`config.mk`:
```
export PLATFORM = sky130hd
export DESIGN_NAME = affine_mcm_pipe
export DESIGN_NICKNAME = d
export VERILOG_FILES = /design/src/rtl/affine_mcm_pkg.sv /design/src/rtl/affine_mcm_pipe_sat.sv /design/src/rtl/affine_mcm_pipe.sv
export SDC_FILE = /design/constraint.sdc
export NUM_CORES = 1
export LEC_CHECK = 0
export CAP_MARGIN = 20
export CORE_AREA = 2 2 104 106
export CTS_BUF_LIST = sky130_fd_sc_hd__clkbuf_4 sky130_fd_sc_hd__clkbuf_8
export CTS_CLUSTER_DIAMETER = 200
export DETAILED_ROUTE_END_ITERATION = 10
export DIE_AREA = 0 0 106 108
export PLACE_DENSITY_LB_ADDON = 0.1
export SLEW_MARGIN = 40
export SYNTH_ARGS = -nofsm -noshare
export SYNTH_HDL_FRONTEND = slang
export SYNTH_SLANG_ARGS = --single-unit
```
`constraint.sdc`:
```
create_clock -name clk -period 8.69 [get_ports clk]
set_input_delay 0.869 -clock clk [delete_from_list [all_inputs] [get_ports clk]]
set_output_delay 0.869 -clock clk [all_outputs]
set_load 0.005 [all_outputs]
```
`src/rtl/affine_mcm_pkg.sv`:
```
`default_nettype none
// ============================================================================
// Module  : affine_mcm_pkg
// Brief   : Shared types, coefficient table and clamp helper for the
//           affine multiple-constant-multiplier pipeline.
// Revision: 1.0 - initial release
// ============================================================================
package affine_mcm_pkg;

  // Quarter-precision fractional position of a sample
  typedef enum logic [1:0] {
    PH_0 = 2'd0,
    PH_1 = 2'd1,
    PH_2 = 2'd2,
    PH_3 = 2'd3
  } phase_t;

  // Coefficients indexed [phase][product]; products are (y1, y2, y3).
  // The datapath realises these as shift-add/sub terms of x, 2x, 4x, 8x.
  localparam int C_TAB [4][3] = '{
    '{ 1, 3, 3},
    '{ 2, 5, 1},
    '{ 3, 7, 0},
    '{-1, 6, 4}
  };

  // Widest intermediate the clamp helper can take
  localparam int SAT_MAX_W = 64;

  // Clamp a sign-extended value into the signed range of a w-bit word
  function automatic logic signed [SAT_MAX_W-1:0] sat_clamp(
    input logic signed [SAT_MAX_W-1:0] v,
    input int                          w
  );
    logic signed [SAT_MAX_W-1:0] hi;
    logic signed [SAT_MAX_W-1:0] lo;
    hi = (64'sd1 <<< (w - 1)) - 64'sd1;
    lo = -(64'sd1 <<< (w - 1));
    if (v > hi) begin
      return hi;
    end else if (v < lo) begin
      return lo;
    end
    return v;
  endfunction

endpackage
`default_nettype wire

```
`src/rtl/affine_mcm_pipe_sat.sv`:
```
`default_nettype none
// ============================================================================
// Module  : affine_sat
// Brief   : Combinational signed clamp from ACC_W bits down to OUT_W bits,
//           flagging when the value had to be limited.
// Revision: 1.0 - initial release
// ============================================================================
module affine_sat
  import affine_mcm_pkg::*;
#(
  parameter int ACC_W = 20,
  parameter int OUT_W = 18
) (
  input  logic signed [ACC_W-1:0] din,
  output logic signed [OUT_W-1:0] dout,
  output logic                    clamped
);

  logic signed [SAT_MAX_W-1:0] wide;
  logic signed [SAT_MAX_W-1:0] lim;

  // Sign-extend, clamp, and report whether the clamp changed the value
  always_comb begin
    wide    = SAT_MAX_W'(din);
    lim     = sat_clamp(wide, OUT_W);
    dout    = lim[OUT_W-1:0];
    clamped = (lim != wide);
  end

endmodule
`default_nettype wire

```
`src/rtl/affine_mcm_pipe.sv`:
```
`default_nettype none
// ============================================================================
// Module  : affine_mcm_pipe
// Brief   : Two-stage valid/ready pipeline computing three constant products
//           of a signed sample, with phase-selected coefficients, shift-add
//           arithmetic, output saturation and a sticky saturation flag.
// Revision: 1.0 - initial release
// ============================================================================
module affine_mcm_pipe
  import affine_mcm_pkg::*;
#(
  parameter int IN_W  = 16,
  parameter int OUT_W = 20
) (
  input  logic                    clk,
  input  logic                    rst,
  input  logic                    in_valid,
  output logic                    in_ready,
  input  logic signed [IN_W-1:0]  x,
  input  logic [1:0]              phase,
  output logic                    out_valid,
  input  logic                    out_ready,
  output logic signed [OUT_W-1:0] y1,
  output logic signed [OUT_W-1:0] y2,
  output logic signed [OUT_W-1:0] y3,
  output logic                    sat,
  output logic                    sat_sticky,
  input  logic                    clear
);

  // Four guard bits cover the largest coefficient magnitude (7) plus sign
  localparam int ACC_W = IN_W + 4;

  // Stage 1: sample, phase and its shifted multiples
  logic                    s1_valid_q, s1_valid_d;
  phase_t                  phase_q, phase_d;
  logic signed [ACC_W-1:0] x1_q, x1_d;
  logic signed [ACC_W-1:0] x2_q, x2_d;
  logic signed [ACC_W-1:0] x4_q, x4_d;
  logic signed [ACC_W-1:0] x8_q, x8_d;

  // Stage 2: clamped products
  logic                    out_valid_q, out_valid_d;
  logic signed [OUT_W-1:0] y1_q, y1_d;
  logic signed [OUT_W-1:0] y2_q, y2_d;
  logic signed [OUT_W-1:0] y3_q, y3_d;
  logic                    sat_q, sat_d;
  logic                    sat_sticky_q, sat_sticky_d;

  logic                    s2_adv;
  logic                    s1_adv;
  logic signed [ACC_W-1:0] x_ext;
  logic signed [ACC_W-1:0] p1, p2, p3;
  logic signed [OUT_W-1:0] c1_out, c2_out, c3_out;
  logic                    c1_sat, c2_sat, c3_sat;

  // A stage may load when it is empty or its content moves on this cycle
  assign s2_adv   = !out_valid_q || out_ready;
  assign s1_adv   = !s1_valid_q || s2_adv;
  assign in_ready = s1_adv;
  assign x_ext    = ACC_W'(x);

  // Shift-add/sub products selected by the registered phase
  always_comb begin
    p1 = x1_q;
    p2 = x2_q + x1_q;
    p3 = x2_q + x1_q;
    case (phase_q)
      PH_0: begin p1 = x1_q;         p2 = x2_q + x1_q; p3 = x2_q + x1_q; end
      PH_1: begin p1 = x2_q;         p2 = x4_q + x1_q; p3 = x1_q;        end
      PH_2: begin p1 = x2_q + x1_q;  p2 = x8_q - x1_q; p3 = '0;          end
      PH_3: begin p1 = -x1_q;        p2 = x4_q + x2_q; p3 = x4_q;        end
      default: ;
    endcase
  end

  affine_sat #(.ACC_W(ACC_W), .OUT_W(OUT_W)) u_sat_y1 (
    .din(p1), .dout(c1_out), .clamped(c1_sat)
  );
  affine_sat #(.ACC_W(ACC_W), .OUT_W(OUT_W)) u_sat_y2 (
    .din(p2), .dout(c2_out), .clamped(c2_sat)
  );
  affine_sat #(.ACC_W(ACC_W), .OUT_W(OUT_W)) u_sat_y3 (
    .din(p3), .dout(c3_out), .clamped(c3_sat)
  );

  // Next-state for both stages and the sticky flag
  always_comb begin
    s1_valid_d   = s1_valid_q;
    phase_d      = phase_q;
    x1_d         = x1_q;
    x2_d         = x2_q;
    x4_d         = x4_q;
    x8_d         = x8_q;
    out_valid_d  = out_valid_q;
    y1_d         = y1_q;
    y2_d         = y2_q;
    y3_d         = y3_q;
    sat_d        = sat_q;
    sat_sticky_d = sat_sticky_q;

    if (s1_adv) begin
      s1_valid_d = in_valid;
      if (in_valid) begin
        phase_d = phase_t'(phase);
        x1_d    = x_ext;
        x2_d    = x_ext <<< 1;
        x4_d    = x_ext <<< 2;
        x8_d    = x_ext <<< 3;
      end
    end

    if (s2_adv) begin
      out_valid_d = s1_valid_q;
      if (s1_valid_q) begin
        y1_d  = c1_out;
        y2_d  = c2_out;
        y3_d  = c3_out;
        sat_d = c1_sat || c2_sat || c3_sat;
      end else begin
        sat_d = 1'b0;
      end
    end

    // Setting wins over a simultaneous clear
    if (out_valid_q && out_ready && sat_q) begin
      sat_sticky_d = 1'b1;
    end else if (clear) begin
      sat_sticky_d = 1'b0;
    end
  end

  // State registers with synchronous reset that drops any in-flight beat
  always_ff @(posedge clk) begin
    if (rst) begin
      s1_valid_q   <= 1'b0;
      phase_q      <= PH_0;
      x1_q         <= '0;
      x2_q         <= '0;
      x4_q         <= '0;
      x8_q         <= '0;
      out_valid_q  <= 1'b0;
      y1_q         <= '0;
      y2_q         <= '0;
      y3_q         <= '0;
      sat_q        <= 1'b0;
      sat_sticky_q <= 1'b0;
    end else begin
      s1_valid_q   <= s1_valid_d;
      phase_q      <= phase_d;
      x1_q         <= x1_d;
      x2_q         <= x2_d;
      x4_q         <= x4_d;
      x8_q         <= x8_d;
      out_valid_q  <= out_valid_d;
      y1_q         <= y1_d;
      y2_q         <= y2_d;
      y3_q         <= y3_d;
      sat_q        <= sat_d;
      sat_sticky_q <= sat_sticky_d;
    end
  end

  assign out_valid  = out_valid_q;
  assign y1         = y1_q;
  assign y2         = y2_q;
  assign y3         = y3_q;
  assign sat        = sat_q;
  assign sat_sticky = sat_sticky_q;

endmodule
`default_nettype wire

```
==> run summary, run 1 <==
In this run the worst path has a maximum fanout of 14. The synthesized netlist devotes 27.18% of its cell area to compound gates. The proportion of synthesized chip area in sequential cells is 25.62%. The number of buffers inserted by post-CTS setup repair is 0. The worst endpoint required time came out at 8.91 ns. The clock tree root driver cell is clkbuf_8. The post-synthesis instance area came out at 6251 sq um. The signal on the critical path passes through inv_1 -> ha_1 -> o21ai_0 -> o21ai_1 -> a2111oi_2 -> nor3_2 -> a2111o_1 -> nand3_1 -> o311a_1 -> nor4_1.

The post-synthesis to final-layout area growth came out at 16.13%. The post-synthesis cell count came out at 833. The largest net degree at the start of global routing came out at 79. The area of the multi-input gates came out at 4317 sq um. The analysis attributes to cell leakage a power of 2.847 nW. In this run the register-to-register setup slack is 5.31 ns.

The post-synthesis adder-cell area fraction is 12.45%. The first-pass GRT wire length is 31230 um. The count of fill cells added during filler insertion came out at 834. Setup repair after global routing left no endpoint under its margin.

The final routed DRC violation total came out at 0. Headroom to the max-slew limit came out at 45.43%. Cells with a size suffix above 1 make up 5.169% of the layout.

The pre-antenna-repair detailed-routing pass consisted of 5 iterations. The worst hold path class is reg -> reg. In the synthesized netlist the async set-or-reset flop fraction comes to 0%. The post-synth net total is 917. After clock tree synthesis, the clock-pin slew on the worst setup and hold paths is 0.10 ns. The initial antenna violation count came out at 0. The most common flop cell mapped by yosys is dfxtp_1. The setup TNS came out at 0 ns.

The worst hold path startpoint is y2[10]. The level count of the clock H-tree is 3. After Yosys synthesis, XOR and XNOR cells account for 6.025% of the synthesized area. The startpoint identified for the worst register-to-register timing path is x2_q[3]. The overall routed net length came out at 19750 um. The synthesized area per cell is 7.504 sq um. The average vias per placed instance is 6.383. Clock latency on the worst-skew pair, taken at its later pin, is 0.37 ns. Detailed routing inserted a total of 6549 vias.

The total overflow left after global routing is 0. The routed design could run at a clock period as short as 3.376 ns. The period utilization came out at 38.85%. For the worst setup path, the data arrival time is 3.60 ns. In this run, CTS created clock tree buffers numbering 9. The cts-stage hold buffer count is 0. The path with the worst hold slack has its endpoint at y2[10]. The area fraction in and, or, nand and nor cells after synthesis is 20.52%.

The number of pins exceeding their max-slew limit in the final report came out at 0. The horizontal die dimension came out at 106 um. At the end of the flow, the number of nets in the layout was 969. The total count of hold-check failures in the final report is 0. The hold-critical path depth is 2. 0 antenna diodes ended up in the layout. For this run, the total global-route usage over all layers was measured as 34.45%. The die area came out at 11450 sq um. Between clock sinks in the finished design, the worst skew comes to 0.02083 ns. The HPWL after detailed placement is 14330 um. The cell row count came out at 37. The storage element area came out at 1604 sq um. After synthesis, the share of cell area in mux cells is 2.742%.

The number of warnings printed during yosys synthesis came out at 0. The utilization after layout came out at 70.96%. TritonCTS built the clock tree.

The clock sink count is 80. The number of top-level design ports is 87. No sink is reached through more buffers than the 2 on the longest clock path. In this run the critical register-to-register path is captured at y2[14].

In this run the remaining antenna-violating nets after routing total 0. The worst setup path is launched from a flop. The flow ran to the end, and the final reports show no timing, DRC or antenna violations. The critical path is of the reg -> reg type. The placeable core region came out at 10230 sq um.

After clock tree synthesis, the repair step resized 0 gates. The final weighted congestion in routability-driven placement came out at 1.010. The via count of the first global-routing pass is 6029.

The maximum cell stage delay along the critical path came out at 0.74 ns. The number of maximum-capacitance violations is 0. The first-iteration detailed-routing DRC count is 695. After detailed routing, the average wire length per cell comes to 19.25 um. Setup violations remaining at the end of the flow were counted as 0. The synthesized design contains 0 enable-type register cells. For this configuration, the core starts out at a cell density of 61.10%. The register bit total from synthesis came out at 80. In this run, distinct cell masters in the synthesized netlist total 68.

The y dimension of the die came out at 108 um. For this design, the slowest cell found on the critical path is dfxtp_1. The maximum vdd drop is 0.07752 mV.

After synthesis, the largest family of logic cells by area is compound AO/OA/AOI/OAI gates. The maximum clock rate is 0.2962 GHz. The slew of the pin with the lowest slew margin is 0.8186 ns. The worst setup path is captured at a flop. The worst-case reg-to-reg path depth came out at 10. The power density normalized to cell area is 140.2 nW/um^2. Input and output buffers added on the ports amount to 86.
[Yosys cell counts, types with 9 or more instances]
library cell,number,area (sq um)
dfxtp_1,80,1602
a21oi_1,112,560.5
o21ai_0,41,205.2
a211oi_1,23,172.7
o211ai_1,14,105.1
nand2_1,118,442.9
ha_1,59,738.2
xnor2_1,33,289.0
o22ai_1,13,81.33
a31oi_1,9,56.30
clkbuf_1,34,127.6
nor3_1,30,150.1
nor2_1,78,292.8
nand3_1,17,85.08
inv_1,24,90.09
xor2_1,10,87.58
[worst max path at each step]
| stage | to | startpoint |
|---|---|---|
| 2_1_floorplan | y2[15] | x2_q[3] |
| 3_3_place_gp | y1[4] | phase_q[1] |
| 3_5_place_dp | y2[15] | x2_q[3] |
| 4_1_cts | y2[14] | x2_q[3] |
| 5_1_grt | y1[14] | x2_q[3] |
| 6_report | y2[14] | x2_q[3] |
[area by class of cell]
type,instances,share of cell area (%)
tap,136,2.344
timing repair buffer,92,12.41
sequential,80,22.10
clock buffer,10,1.810
multi-input combinational,677,59.46
inverter,25,1.293
clock inverter,6,0.5860
[sequential cells by signal, indices dropped and copies added (netlist names)]
register	count
y1	20
y2	20
y3	18
x2_q	16
phase_q	2
out_valid	1
s1_valid_q	1
sat	1
sat_sticky	1
[cell usage in the layout (no fill, tap or decap), drive strengths merged, types with 3 or more instances in the layout]
cell type	count
clkinv	3
clkdlybuf4s50	85
and2	11
o21a	5
nor2b	3
a221o	3
o22ai	13
a22oi	3
nor3b	3
a2111oi	3
xor2	10
dfxtp	80
nand2	118
a21o	9
a31oi	9
mux4	4
o221ai	6
nand2b	6
a21oi	112
inv	26
o21bai	4
mux2i	7
nor2	78
or3	4
and3	6
nand4	4
clkbuf	10
o21ai	45
xnor2	33
o211ai	14
a211oi	25
nand3	17
a221oi	6
a311oi	3
ha	59
nor3	31
buf	7
[cells by family after synthesis]
| kind of cell | after synthesis |
|---|---|
| muxes | 12 |
| DFF | 80 |
| adders and majority gates | 61 |
| and+or+nand+nor | 289 |
| AOI/OAI and AO/OA | 272 |
| buffers and inverters | 76 |
| xor gates and xnor gates | 43 |
[stage by stage]
stage | setup WS, ns | area, sq um | power [mW] | hold WS, ns | std cells
CTS | 5.436 | 7258 | 1.009 | 0.4476 | 1026
global route | 5.121 | 7259 | 1.064 | 0.4795 | 1026
detailed placement | 5.452 | 7084 | 0.7561 | 0.4343 | 1010
global placement | 5.366 | 7079 | 0.7487 | 0.4288 | 1010
finish | 5.314 | 7259 | 1.017 | 0.4485 | 1026
floorplan | 5.859 | 6251 | 0.6434 | 0.4345 | 833
[power breakdown]
part	switching, mW	internal (mW)	total [mW]
Combinational	0.198	0.146	0.344
Sequential	0.0257	0.388	0.413
Clock	0.152	0.108	0.260
[critical path, delay by kind of cell, from the launching register on]
| kind | cells | cell delay (ns) |
|---|---|---|
| AOI/OAI and AO/OA | 5 | 1.45 |
| adders and majority gates | 1 | 0.41 |
| buffers and inverters | 1 | 0.22 |
| DFF | 1 | 0.74 |
| and+or+nand+nor | 3 | 0.39 |
[routing by layer]
metal,up-vias,track usage [%],wire length (um)
li1,3104,-,-
met1,3021,48.88,8638
met2,386,53.41,8657
met3,38,7.173,2089
met4,0,9.305,369
met5,-,0,0
Power figures use the tool's default switching activity.
==> run 2: changes to the inputs <==
Settings changed: CORE_AREA 2 2 104 106 to 2 2 113 115, DIE_AREA 0 0 106 108 to 0 0 115 117.
Clock period 8.69 ns to 3 ns, I/O delays scaled along.
==> run summary, run 2 (same netlist as run 1, synthesis figures left out) <==
The origin of the critical flop-to-flop path is x2_q[1]. The vias after detailed routing is 6660 (+1.7%). The maximum clock rate came to 0.3466 GHz (+17%).

The end of the worst register-to-register path is y2[16]. The maximum cell stage delay along the critical path came out at 0.48 ns (-0.26 ns). The placeable core region came out at 12310 sq um (+20%).

The minimum clock period came out at 2.885 ns (-0.4912 ns). The worst-skew pair later-pin latency came out at 0.38 ns (about the same). The clock transition at the registers of the reported paths is 0.09 ns (about the same). The data arrival at the endpoint of the critical path was 3.20 ns (-0.40 ns). The slew of the pin with the lowest slew margin came out at 0.7787 ns (-0.03984 ns). The worst hold path belongs to the class in -> reg. The utilization after layout came to 61.83% (-9.1 points). The buffer depth of the longest clock path is 2 (unchanged). The worst hold path startpoint is rst. The worst setup path is of the reg -> reg kind. The post-cts sizing count came out at 0 (unchanged). The final net count is 1003 (+3.5%). The level count of the clock H-tree is 3 (unchanged). The estimated wirelength of the detail-placed design is 15750 um (+9.9%). The sum of buffers and inverters on the critical path is 0 (-1). The launching instance or port of the critical path is x2_q[1].

The average vias per placed instance is 6.207 (-2.8%). The largest net degree at the start of global routing is 51 (-35%). The overall routed net length is 20490 um (+3.7%).

The post-placement cell count is 1058 (+4.8%). The count of fill cells added during filler insertion came to 1171 (+40%). The remaining number of nets flagged by the antenna check after routing came out at 0 (unchanged).

The storage element area was 1607 sq um (+0.16%). The fraction of layout instances using a drive strength above 1 was 8.992% (+3.8 points). The number of pins exceeding their max-slew limit in the final report is 0 (unchanged). TritonCTS built the clock tree. Setup repair after global routing left no endpoint under its margin. The global-route usage over all layers is 30.87% (-3.6 points). The tree is rooted in a clkbuf_8. The maximum vdd drop came out at 0.2193 mV (+180%). The worst-case register-to-register setup slack is 0.12 ns (-5.20 ns). The total count of hold-check failures in the final report came out at 0 (unchanged).

The worst endpoint required time is 3.31 ns (-5.60 ns). The number of maximum-capacitance violations is 0 (unchanged). The hold-critical path depth is 2 (unchanged). The via count of the first global-routing pass is 5865 (-2.7%). The number of top-level design ports came to 87 (unchanged). The power density normalized to cell area is 418.4 nW/um^2 (+200%). The initial antenna violation count came to 0 (unchanged). The first-iteration detailed-routing DRC count is 722 (+3.9%). The CTS buffer count was 9 (unchanged). The slowest stage of the critical path is the dfxtp_2 cell. The startpoint type of the worst setup path is a flop. The horizontal die dimension is 115 um (+8.5%). The number of antenna cells inserted is 0 (unchanged). The final weighted congestion in routability-driven placement came out at 0.9940 (-1.5%). The setup-violating endpoint count in the final report is 0 (unchanged). The area of the multi-input gates is 4345 sq um (+0.67%). The critical path goes through ha_1 -> fa_1 -> a21oi_1 -> o211ai_1 -> a31oi_1 -> o31ai_1 -> o21ai_0 -> a22oi_1 -> mux2_2 -> a21oi_1.

The path with the worst hold slack has its endpoint at x2_q[5]. The cell leakage power came to 3.050 nW (+7.1%). The post-route clock skew was 0.01345 ns (-0.007378 ns). The most frequent standard cell in the layout excluding fill and tap cells is nand2_1. The iteration count of the initial detailed-routing pass came out at 8 (+3).

The cell row count came out at 41 (+11%). The flow ran to the end, and the final reports show no timing, DRC or antenna violations. The worst setup path is captured at a flop. The total global routing overflow came out at 0 (unchanged). The number of buffers inserted by post-CTS setup repair is 0 (unchanged). The setup TNS is 0 ns (unchanged). The die area is 13460 sq um (+18%). The y dimension of the die came out at 117 um (+8.3%). The final routed DRC violation total is 0 (unchanged).

The post-synthesis to final-layout area growth came out at 21.78%. The critical-path maximum fanout is 10 (-4). Counting stages on the worst path, the most repeated cell is a21oi_1. The family with the most delay on the worst path is compound AO/OA/AOI/OAI gates. The total power consumption of the routed design is 3.185 mW (+210%). The routed length per instance came to 19.10 um (-0.82%). The first-pass GRT wire length is 31940 um (+2.3%). The headroom to the max-slew limit came out at 47.96% (+2.5 points). The number of standard cells in the layout, taps in and fillers out came out at 1073 (+4.6%). The cts-stage hold buffer count came out at 0 (unchanged). The quantity of I/O buffers inserted on ports came out at 86 (unchanged). In the layout the commonest cells are 117 x nand2_1, 112 x a21oi_1, 85 x clkdlybuf4s50_1.

The worst-case reg-to-reg path depth is 10 (unchanged). The starting density of the core is 50.77% (-10 points). The clock sink count came to 80 (unchanged). The period utilization is 96.16% (+57 points).
## run 2: cell types whose count changed in the layout (fill, tap and decap cells not counted), moves of 2 or more
cell / previous run / this run
dfxtp_2: 2 / 4
bufinv_16: 0 / 2
clkinv_2: 2 / 0
buf_4: 6 / 40
dfxtp_1: 78 / 76
clkinvlp_4: 2 / 0
## run 2: cell type report
class	count	share of cell area [%]
multi-input combinational	677	57.08
sequential	80	21.10
timing repair buffer	126	15.19
tap	150	2.465
clock buffer	11	1.907
inverter	25	1.233
clock inverter	4	1.019
## run 2: worst max path at each step
stage	to	slack [ns]	cells past startpoint
after floorplan	y2[15]	0.17	11
after global placement	y2[16]	0.16	10
after detailed placement	y2[16]	0.11	10
after CTS	y2[16]	0.07	10
after global routing	y2[15]	0.03	10
final	y2[16]	0.12	10
## run 2: power breakdown
group	switching (mW)	leakage [nW]	total, mW	internal, mW
Sequential	0.0422	0.656	1.17	1.12
Clock	0.439	0.113	0.941	0.501
Combinational	0.622	2.28	1.08	0.457
## run 2: metal layers
metal / global-route usage (%) / wire, um
met4: 9.237 / 351
met5: 0 / 0
met3: 3.965 / 1574
met2: 47.06 / 9003
met1: 45.53 / 9560
## run 2: stage by stage
stage | instance area [sq um] | hold WS, ns | worst slack, ns
after floorplan | 6251 | 0.4174 | 0.1690
after global placement | 7352 | 0.4282 | 0.1626
after detailed placement | 7355 | 0.4356 | 0.1076
after CTS | 7577 | 0.4054 | 0.06766
after global routing | 7612 | 0.4507 | 0.03263
final | 7612 | 0.4233 | 0.1151
